`config.mk`:
```
export PLATFORM = sky130hd
export DESIGN_NAME = release_sink_unit
export DESIGN_NICKNAME = d
export VERILOG_FILES = /design/src/rtl/release_sink_unit.sv
export SDC_FILE = /design/constraint.sdc
export NUM_CORES = 1
export LEC_CHECK = 0
export BUFFER_PORTS_ARGS = -buffer_cell sky130_fd_sc_hd__buf_4
export CAP_MARGIN = 20
export CORE_AREA = 8 8 186 188
export DETAILED_ROUTE_END_ITERATION = 10
export DIE_AREA = 0 0 194 196
export SYNTH_ARGS = -nofsm -noshare
export SYNTH_HDL_FRONTEND = slang
export SYNTH_SLANG_ARGS = --single-unit
```
`constraint.sdc`:
```
create_clock -name clock -period 2.97 [get_ports clock]
set_clock_uncertainty 0.1 [all_clocks]
set_input_delay 0.4455 -clock clock [delete_from_list [all_inputs] [get_ports clock]]
set_output_delay 0.4455 -clock clock [all_outputs]
set_load 0.01 [all_outputs]
```
`src/rtl/release_sink_unit.sv`:
```
// Manager-side TileLink C-channel sink: streams release/probe-ack data beats to the
// data array, answers each Release* with one ReleaseAck and reports completed ProbeAck*.
module release_sink_unit #(
  parameter int BEAT_BYTES = 16,
  parameter int MAX_SIZE   = 6,
  parameter int SINK_ID    = 0
) (
  input  logic                      clock,
  input  logic                      reset_n,
  input  logic                      c_valid,
  output logic                      c_ready,
  input  logic [2:0]                c_opcode,
  input  logic [2:0]                c_param,
  input  logic [3:0]                c_size,
  input  logic [2:0]                c_source,
  input  logic [31:0]               c_address,
  input  logic [8*BEAT_BYTES-1:0]   c_data,
  output logic                      d_valid,
  input  logic                      d_ready,
  output logic [2:0]                d_opcode,
  output logic [1:0]                d_param,
  output logic [3:0]                d_size,
  output logic [2:0]                d_source,
  output logic [3:0]                d_sink,
  output logic [8*BEAT_BYTES-1:0]   d_data,
  output logic                      wb_valid,
  input  logic                      wb_ready,
  output logic [31:0]               wb_addr,
  output logic [8*BEAT_BYTES-1:0]   wb_data,
  output logic                      wb_last,
  output logic                      probe_done,
  output logic [2:0]                probe_source,
  output logic [2:0]                probe_param,
  output logic                      err,
  output logic [1:0]                dbg_state
);

  localparam int OFF = $clog2(BEAT_BYTES);
  localparam int CW  = MAX_SIZE - OFF;

  // Handshakes: a beat transfers on the rising edge where valid && ready; the sender
  // holds all fields stable while valid is high and ready is low.
  typedef enum logic [1:0] {
    S_IDLE = 2'd0,
    S_DATA = 2'd1,
    S_ACK  = 2'd2
  } state_t;

  state_t          state, state_nxt;
  logic [CW-1:0]   cnt, cnt_nxt;
  logic [2:0]      cap_op;
  logic [2:0]      cap_param;
  logic [3:0]      cap_size;
  logic [2:0]      cap_source;
  logic [31:0]     cap_addr;
  logic            probe_q, probe_nxt;
  logic            err_q, err_nxt;
  logic            cap_en;
  logic            active;

  logic            cur_data;
  logic [CW-1:0]   cur_mask;
  logic [CW-1:0]   cur_cnt;
  logic [31:0]     cur_base;
  logic [31:0]     c_base;
  logic [CW-1:0]   idx_sum;
  logic [CW-1:0]   idx_wrap;
  logic            last;
  logic            c_fire;

  function automatic logic is_data(input logic [2:0] op);
    return (op == 3'd5) || (op == 3'd7);
  endfunction

  // N-1 as a bit mask; oversize messages saturate at MAX_SIZE.
  function automatic logic [CW-1:0] beat_mask(input logic [3:0] size);
    logic [CW-1:0] m;
    m = '0;
    for (int i = 0; i < CW; i++) begin
      if (int'(size) > OFF + i) m[i] = 1'b1;
    end
    return m;
  endfunction

  assign c_base   = c_address & ~32'(BEAT_BYTES - 1);
  assign cur_data = (state == S_IDLE) ? is_data(c_opcode) : is_data(cap_op);
  assign cur_mask = (state == S_IDLE) ? beat_mask(c_size) : beat_mask(cap_size);
  assign cur_cnt  = (state == S_IDLE) ? '0 : cnt;
  assign cur_base = (state == S_IDLE) ? c_base : cap_addr;
  assign last     = (cur_cnt == cur_mask);

  // Beat index wraps inside the line; bits above the line are never carried into.
  assign idx_sum  = cur_base[OFF+CW-1:OFF] + cur_cnt;
  assign idx_wrap = (cur_base[OFF+CW-1:OFF] & ~cur_mask) | (idx_sum & cur_mask);

  always_comb begin
    c_ready = 1'b0;
    case (state)
      S_IDLE:  c_ready = active && (is_data(c_opcode) ? wb_ready : 1'b1);
      S_DATA:  c_ready = wb_ready;
      default: c_ready = 1'b0;
    endcase
  end

  assign c_fire   = c_valid && c_ready;
  assign wb_valid = active && c_valid && (state != S_ACK) && cur_data;
  assign wb_data  = active ? c_data : '0;
  assign wb_addr  = active ? {cur_base[31:OFF+CW], idx_wrap, cur_base[OFF-1:0]} : 32'd0;
  assign wb_last  = wb_valid && last;

  always_comb begin
    state_nxt = state;
    cnt_nxt   = cnt;
    cap_en    = 1'b0;
    probe_nxt = 1'b0;
    err_nxt   = 1'b0;
    case (state)
      S_IDLE: begin
        if (c_fire) begin
          err_nxt = !c_opcode[2] || (c_size > 4'(MAX_SIZE));
          // Opcodes 0-3 are consumed and dropped without touching captured state.
          if (c_opcode[2]) begin
            cap_en = 1'b1;
            if (cur_data && (cur_mask != '0)) begin
              state_nxt = S_DATA;
              cnt_nxt   = CW'(1);
            end else if (c_opcode[1]) begin
              state_nxt = S_ACK;
            end else begin
              probe_nxt = 1'b1;
            end
          end
        end
      end
      S_DATA: begin
        if (c_fire) begin
          if (last) begin
            cnt_nxt = '0;
            if (cap_op[1]) begin
              state_nxt = S_ACK;
            end else begin
              state_nxt = S_IDLE;
              probe_nxt = 1'b1;
            end
          end else begin
            cnt_nxt = cnt + CW'(1);
          end
        end
      end
      S_ACK: begin
        if (d_ready) state_nxt = S_IDLE;
      end
      default: state_nxt = S_IDLE;
    endcase
  end

  always_ff @(posedge clock or negedge reset_n) begin
    if (!reset_n) begin
      state      <= S_IDLE;
      cnt        <= '0;
      cap_op     <= '0;
      cap_param  <= '0;
      cap_size   <= '0;
      cap_source <= '0;
      cap_addr   <= '0;
      probe_q    <= 1'b0;
      err_q      <= 1'b0;
      active     <= 1'b0;
    end else begin
      state   <= state_nxt;
      cnt     <= cnt_nxt;
      probe_q <= probe_nxt;
      err_q   <= err_nxt;
      active  <= 1'b1;
      if (cap_en) begin
        cap_op     <= c_opcode;
        cap_param  <= c_param;
        cap_size   <= c_size;
        cap_source <= c_source;
        cap_addr   <= c_base;
      end
    end
  end

  assign d_valid      = (state == S_ACK);
  assign d_opcode     = d_valid ? 3'd6 : 3'd0;
  assign d_param      = 2'd0;
  assign d_size       = d_valid ? cap_size : 4'd0;
  assign d_source     = d_valid ? cap_source : 3'd0;
  assign d_sink       = d_valid ? 4'(SINK_ID) : 4'd0;
  assign d_data       = '0;
  assign probe_done   = probe_q;
  assign probe_source = probe_q ? cap_source : 3'd0;
  assign probe_param  = probe_q ? cap_param : 3'd0;
  assign err          = err_q;
  assign dbg_state    = state;

endmodule

```
# Word-level counts from Yosys, hierarchy flattened
# Index checks and enable logic that the tools add are counted.
[word_totals]
wordCells = 97
out_inout_bits = 318
ff_bits = 48
[classes]
reduce_logical = 16
n_mux = 45
magnitude_cmp = 5
bitwise = 4
addsub = 2
eq_ne = 15
[ops]
columns = ["cell", "n"]
rows = [
  ["$mux 128", 1],
  ["$mux 32", 2],
  ["$mux 2", 15],
  ["$gt 4x3->1 const B", 5],
  ["$mux 1", 18],
  ["$eq 3x3->1 const B", 4],
  ["$mux 3", 4],
  ["$ne 2x2->1 const B", 5],
  ["$logic_and 1x1->1", 7],
  ["$pmux 2 s3", 1],
  ["$reduce_and 6->1", 1],
  ["$reduce_and 5->1", 1],
  ["$and 2x2->2", 2],
  ["$mux 4", 1],
  ["$ne 2x1->1 const B", 2],
  ["$pmux 1 s2", 2],
  ["$pmux 2 s2", 1],
  ["$reduce_bool 2->1", 2],
  ["$logic_or 1x1->1", 3],
  ["$ne 3x2->1 const B", 1],
  ["$add 2x1->2 const B", 1],
  ["$add 2x2->2", 1],
  ["$eq 2x1->1 const B", 1],
  ["$eq 2x2->1", 1],
  ["other kinds (5)", 5],
]

# Longest topological paths before layout
# Gate-level depths: netlist (run 1).
[logic_depth]
ltp_word = 9
mapped_depth = 11
ltp_nobuf = 9

# Least setup slack after synthesis (run 1)
# OpenSTA, ideal clock, no wires.
[synth_timing]
path_type = "register -> output"
from = "register state[0], in the netlist dbg_state[0]"
to = "output wb_addr[5]"
slack_ns = 0.073
required_ns = 2.424
arrival_time_ns = 2.352
n_path_buf = 3
path_stages_with_launch = 12
cell_sequence = "dfrtp_1 > buf_2 > nor2_1 > clkbuf_1 > clkbuf_1 > nor2_1 > ha_1 > nand2b_1 > a211oi_1 > a21oi_1 > xor2_1 > and2_1"
[synth_via]
elab_chain_len = 6
elab_cells_between_ends = 10
classes_between = "add/sub (1); mux (4); bitwise (4); reduce/logical (1)"
[synth_lines]
columns = ["item", "line", "text"]
rows = [
  ["start, declared", "49", "state_t state, state_nxt;"],
  ["start signal, assigned", "170", "state <= state_nxt;"],
  ["$logic_not 2->1 *", "87, 88, 89", ""],
  ["$mux 32 (tied with other cells)", "89", "assign cur_base = (state == S_IDLE) ? c_base : cap_addr;"],
  ["$add 2x2->2 / $not 2->2 (equally long branches)", "93, 94", ""],
  ["$and 2x2->2", "94", "assign idx_wrap = (cur_base[OFF+CW-1:OFF] & ~cur_mask) | (idx_sum & cur_mask);"],
  ["$or 2x2->2 *", "94", ""],
  ["$mux 32 *", "108", "assign wb_addr = active ? {cur_base[31:OFF+CW], idx_wrap, cur_base[OFF-1:0]} : 32'd0;"],
  ["end, declared", "28", "output logic [31:0] wb_addr,"],
]
# Every way passes the cells marked *; elsewhere a longest branch is shown, timed or not.

# Worst setup path in the final report (run 1)
[layout_timing]
from = "register state[1], in the netlist dbg_state[1]"
to = "output wb_addr[5]"
# Same word-level chain as after synthesis.

==> flow_summary_export.csv, run 1 <==
group,metric,value,unit
route,wl_met2,10.84,mm
yosys,yosysTopAreaCell,"dfrtp_1",
yosys,syn_inst,559,
global_routing,grt_max_degree,96,
run_status,status,"finished clean",
cts,clock_latency,300,ps
route,wl_met3,1.962,mm
hold_path,min_path_type,"in -> async",
yosys,synth_most_common_cell,"and2_1",
timing,setup_viol,0,
power,irDropWorstVdd,0.2093,mV
route,routed_wl,20.25,mm
power,swShare,39.10,%
run,max_cap_viol_count,0,
layout,fin_nets,1074,
global_routing,grt_pass1_vias,5092,
global_routing,antenna_found_initial,2,
timing,fmax,359.1,MHz
route,wl_per_cell,15.53,microns
cts,cts_made_buffers,5,
route,drc,0,
floorplan,num_rows,66,
route,drt_iter0_markers,154,
timing,hold_viol_final,0,
layout,final_util,23.14,%
cts,cts.hold.buffers_added,0,
worst_setup_path,critical_path_required,2420,ps
route,vias_per_cell,3.453,
yosys,syn_area,4603,sq um
yosys,seq_area_frac_synth,26.09,%
power,p_sw,0.001553,W
worst_setup_path,start_kind,"flop",
cts,path_clk_slew,80,ps
power,power.density,538.6,nW/um^2
floorplan,coreArea,31880,sq um
global_routing,grt_pass1_wl,30.32,mm
cts,cts_resized,0,
route,dr.max_layer_used,"met5",
layout,syn2layout_area_growth,60.23,%
floorplan,die_y,196,microns
layout,finalNonFillerCells,1304,
cts,cts_tree,"built",
yosys,yosysWarnings,0,
timing,slew_headroom,52.79,%
place,portBuffers,352,
yosys,ys_ff_latch,48,
global_routing,grt_usage,10.14,%
route,wl_met1,7.159,mm
yosys,ys_top_cells_by_area,"dfrtp_1, buf_4, and2_1",
timing,worst_pin_slew,708.2,ps
timing,layout_min_cycle_time,2785,ps
yosys,synthFlopType,"dfrtp_1",
timing,slew_viol_final,0,
layout,antennaDiodeCount,0,
power,combPwrFrac,51.1,%
power,power_frac_seq,29.0,%
route,num_vias,4503,
floorplan,ios,496,
global_routing,overflow,0,
worst_setup_path,endpoint_kind,"output port",
cts,root_buffer,"clkbuf_16",
layout,design_area,7376,sq um
cts,htreeDepth,2,
floorplan,die_area,38020,sq um
power,pwr-share-clk,19.9,%
route,firstDrtPassIters,4,
yosys,synth-edff-count,0,
floorplan,die_x,194,microns
power,power.internal,0.002419,W
place,gp_congestion,0.8070,
yosys,postSynthAreaPerCell,8.235,sq um
worst_setup_path,cp_max_fo,7,
power,p_leak,3.847,nW
worst_setup_path,crit_type,"reg -> out",
place,hpwl,17.09,mm
place,placed_area,7169,sq um
yosys,synth.top_cells.by_count,"and2_1, buf_4, nand2_1",
floorplan,initial_utilization,14.44,%
cts,cts_setup_buffers,0,
timing,fin_crit_sh,93.77,%
layout,drive_gt1_share,42.41,%
yosys,synthArstFlopShare,100.0,%
cts,cts_buffer_depth,2,
worst_setup_path,cp.arrival,2240,ps
place,dp.cells,1296,
yosys,synth.distinct_cells,44,
route,ant_nets,0,
yosys,yosys.area.top_type_share,26.09,%
cts,cts_sinks,48,
## per-stage QoR
| step | hold WS (ps) | setup WS, ps | total power [W] | TNS (ps) |
|---|---|---|---|---|
| 6_report | 86.58 | 184.9 | 0.003973 | 0 |
| 2_1_floorplan | 49.91 | 72.74 | 0.002357 | 0 |
| 4_1_cts | 106.4 | 114.0 | 0.004047 | 0 |
| 3_5_place_dp | 380.8 | 471.4 | 0.003217 | 0 |
| 3_3_place_gp | 356.3 | 394.2 | 0.003174 | 0 |
| 5_1_grt | 128.7 | -8.808 | 0.004308 | -8.808 |
## flip-flops by register name, indices dropped and copies added, names as in the netlist
register / count
cap_addr: 28
err: 1
cap_size: 4
probe_done: 1
cap_source: 3
active: 1
cap_param: 3
cnt: 2
cap_op: 3
dbg_state: 2
## cells in the final DEF (no fill, tap or decap), types with 2 or more instances in the layout
cell,synthesis,routed
a211oi_2,1,2
a21boi_0,26,26
a21oi_1,8,7
a21oi_2,1,2
and2_1,142,142
buf_4,141,361
bufinv_16,0,2
clkbuf_16,0,5
conb_1,2,140
dfrtp_1,48,47
inv_1,4,4
mux2_1,39,39
mux2i_1,2,2
nand2_1,61,61
nand2b_1,5,5
nand3_1,4,4
nand4_1,2,2
nor2_1,7,6
nor2b_1,3,3
nor3_1,3,3
o21a_1,2,2
o21ai_0,4,4
o21ai_1,3,3
or4b_1,2,2
## power by group through the flow
| stage | registers (W) | clock network [W] | logic [W] |
|---|---|---|---|
| 2_1_floorplan | 0.00110 | 0 | 0.00125 |
| 3_3_place_gp | 0.00115 | 0 | 0.00203 |
| 3_5_place_dp | 0.00116 | 0 | 0.00205 |
| 4_1_cts | 0.00115 | 0.000834 | 0.00206 |
| 5_1_grt | 0.00120 | 0.000845 | 0.00227 |
| 6_report | 0.00115 | 0.000789 | 0.00203 |
## final cells by class
class / count / area, sq um
clock buffers: 5 / 125.1
clock inverters: 3 / 68.82
fillers: 3511 / 24500
inverters: 4 / 15.01
multi-input cells: 473 / 2710
flip-flops and latches: 48 / 1205
well taps: 408 / 510.5
repair buffers: 363 / 2741
## logic make-up (layout without fill, tap and decap cells)
family | count (synthesis) | count (layout) | share of synthesized area (%)
other | 2 | 140 | 0.1631
flip-flops | 48 | 48 | 26.09
multiplexers | 41 | 41 | 9.976
XOR/XNOR | 1 | 1 | 0.1903
adder cells (fa/ha/maj) | 1 | 1 | 0.2718
AND/OR/NAND/NOR | 234 | 234 | 28.13
AO/OA/AOI/OAI | 56 | 56 | 8.617
buffers and inverters | 176 | 375 | 26.56
## layer usage
metal  up-vias  GRT usage, %
li1       2167             -
met1      2048         9.820
met2       269         19.51
met3        17         4.369
met4         2         2.489
met5         -             0
## critical path, stage by stage (launching register included)
cell	delay [ps]
dfrtp_1	380
buf_4	160
nor2_2	190
nand2_1	80
nand2_1	80
ha_1	200
nand2b_1	80
a211oi_2	240
a21oi_2	80
xor2_1	160
and2_1	160
buf_4	140
## final timing paths
| check | cells past startpoint | slack (ps) | from | end |
|---|---|---|---|---|
| setup / recovery | 11 | 180 | dbg_state[1] | wb_addr[5] |
| hold reg to reg | 1 | 400 | cap_addr[9] | cap_addr[9] |
| hold / removal | 1 | 90 | reset_n | cap_addr[14] |
| setup reg to reg | 6 | 560 | dbg_state[1] | cap_addr[17] |
| min in group clock | 2 | 250 | c_param[0] | cap_param[0] |
| max in group asynchronous | 1 | 2150 | reset_n | active |
Power figures use the tool's default switching activity.
==> run 2, diff against run 1 <==
--- a/config.mk
+++ b/config.mk
@@ -10,6 +10,8 @@
 export CORE_AREA = 8 8 186 188
 export DETAILED_ROUTE_END_ITERATION = 10
 export DIE_AREA = 0 0 194 196
+export GPL_TIMING_DRIVEN = 0
+export REMOVE_ABC_BUFFERS = 1
 export SYNTH_ARGS = -nofsm -noshare
 export SYNTH_HDL_FRONTEND = slang
 export SYNTH_SLANG_ARGS = --single-unit
==> run 2 against run 1 <==
Routed wire length grew 12%. Sequential cell count is the same. Worst setup slack lost 41 ps. Highest routed layer is now met4. Combinational power grew 6%. Utilization grew 0.12 points.
==> flow_summary_export.csv, run 2 (synthesis results as in run 1) <==
group,metric,value,unit
run_status,status,"finished clean",
floorplan,die_area,38020,sq um
layout,finalNonFillerCells,1303,
worst_setup_path,timing.rr.start,"active",
route,routed_wl,22.60,mm
floorplan,num_rows,66,
power,irDropWorstVdd,0.3213,mV
power,pwr-share-clk,18.2,%
cts,cts.hold.buffers_added,0,
timing,holdWs,85.21,ps
place,placed_area,7182,sq um
layout,drive_gt1_share,42.91,%
layout,final_common_cell,"buf_4",
global_routing,grt_pass1_wl,32.05,mm
timing,layout_min_cycle_time,2826,ps
power,power.internal,0.002423,W
place,gp_congestion,0.8301,
floorplan,coreArea,31880,sq um
timing,setup_viol,0,
cts,clock_latency,300,ps
layout,fin_nets,1073,
place,dp.cells,1289,
worst_setup_path,crit_path_start,"dbg_state[0]",
cts,cts_sinks,48,
timing,hold_viol_final,0,
global_routing,overflow,0,
place,dp_slack,-194.9,ps
timing,tns,0,ps
cts,cts_buffer_depth,2,
layout,largest_reg_flops,28,
layout,antennaDiodeCount,0,
global_routing,grt_usage,10.96,%
worst_setup_path,critical_path_required,2420,ps
route,firstDrtPassIters,4,
worst_setup_path,start_kind,"flop",
floorplan,ios,496,
layout,multi_input_area,2733,sq um
timing,rsz0062_at_grt,"no",
worst_setup_path,cp.arrival,2280,ps
route,drc,0,
worst_setup_path,crit_type,"reg -> out",
power,power.density,543.8,nW/um^2
worst_setup_path,cp_max_fo,11,
route,vias_per_cell,3.451,
cts,cts_made_buffers,5,
worst_setup_path,endpoint_kind,"output port",
timing,fin_crit_sh,95.14,%
power,p_leak,3.846,nW
timing,slew_viol_final,0,
global_routing,grt_max_degree,119,
layout,design_area,7413,sq um
layout,reg_top3,"cap_addr x28, cap_size x4",
cts,cts_tree,"built",
timing,worst_pin_slew,788.0,ps
layout,final_cell_mix,"buf_4, and2_1, conb_1",
global_routing,grt_pass1_vias,4477,
timing,slew_headroom,47.36,%
power,combPwrFrac,53.2,%
route,drt_iter0_markers,132,
timing,timing.final.ws_setup,144.3,ps
run,max_cap_viol_count,0,
floorplan,die_x,194,microns
route,wl_per_cell,17.35,microns
floorplan,die_y,196,microns
cts,root_buffer,"clkbuf_16",
power,p_sw,0.001608,W
timing,fmax,353.9,MHz
global_routing,antenna_found_initial,0,
place,portBuffers,352,
layout,regArea,1207,sq um
route,num_vias,4497,
layout,fillers,3499,
floorplan,initial_utilization,14.44,%
power,swShare,39.90,%
hold_path,min_path_type,"in -> async",
cts,path_clk_slew,80,ps
power,power_frac_seq,28.6,%
layout,regMostFlops,"cap_addr",
route,ant_nets,0,
cts,htreeDepth,2,
place,hpwl,19.29,mm
layout,syn2layout_area_growth,61.05,%
[run 2: cell count changes in the layout (fill, tap and decap cells not counted), sizes merged]
cell,delta
buf,-1
inv,-1
bufinv,-1
clkbuf,+1
clkinv,+1
[run 2: path summary, 6_finish.rpt]
check,to,slack [ps],cells after the start
max,wb_addr[5],140,10
min,cap_size[0],90,1
max in group asynchronous,active,2150,1
max reg2reg,cap_addr[28],260,5
min in group clock,cap_param[0],250,2
min reg2reg,cap_op[2],380,1
[run 2: metal layers]
metal / track usage, % / wire length (microns) / vias up
met1: 13.37 / 9324 / 2089
li1: - / - / 2169
met3: 3.975 / 1795 / 13
met5: 0 / 0 / -
met4: 1.810 / 253 / 0
met2: 18.57 / 11230 / 226
[run 2: area by class of cell]
class / count / area share (%)
Clock buffer: 6 / 1.873
Clock inverter: 2 / 0.5232
Inverter: 4 / 0.2025
Multi-Input combinational cell: 473 / 36.86
Sequential cell: 48 / 16.29
Tap cell: 408 / 6.886
Timing Repair Buffer: 362 / 37.37
[run 2: timing repair]
action | CTS | global route
gates resized for setup | 5 | 3
pin swaps | 2 | 3
buffers inserted | 5 | 2
setup endpoints to repair | 3 | 1
[run 2: stage by stage]
stage	total power, W	util [%]
finish	0.004031	23.26
floorplan	0.002180	-
global placement	0.003163	22.17
CTS	0.004137	23.25
global route	0.004379	23.26
detailed placement	0.003283	22.53
[run 2: power groups by stage]
stage	Combinational, W	Clock, W	Sequential, W
after global routing	0.00238	0.000803	0.00120
final	0.00215	0.000734	0.00115
after CTS	0.00219	0.000792	0.00115
after detailed placement	0.00210	0	0.00119
after global placement	0.00199	0	0.00118
after floorplan	0.00105	0	0.00113
[run 2: worst max-delay path, stage by stage (launching register included)]
cell and delay (ps):
dfrtp_2 420, buf_4 180, nor2_4 180, nor2_1 100, ha_4 180, nand2b_1 150, a211oi_2 260, a21oi_2 60
xor2_1 150, and2_1 150, buf_4 140
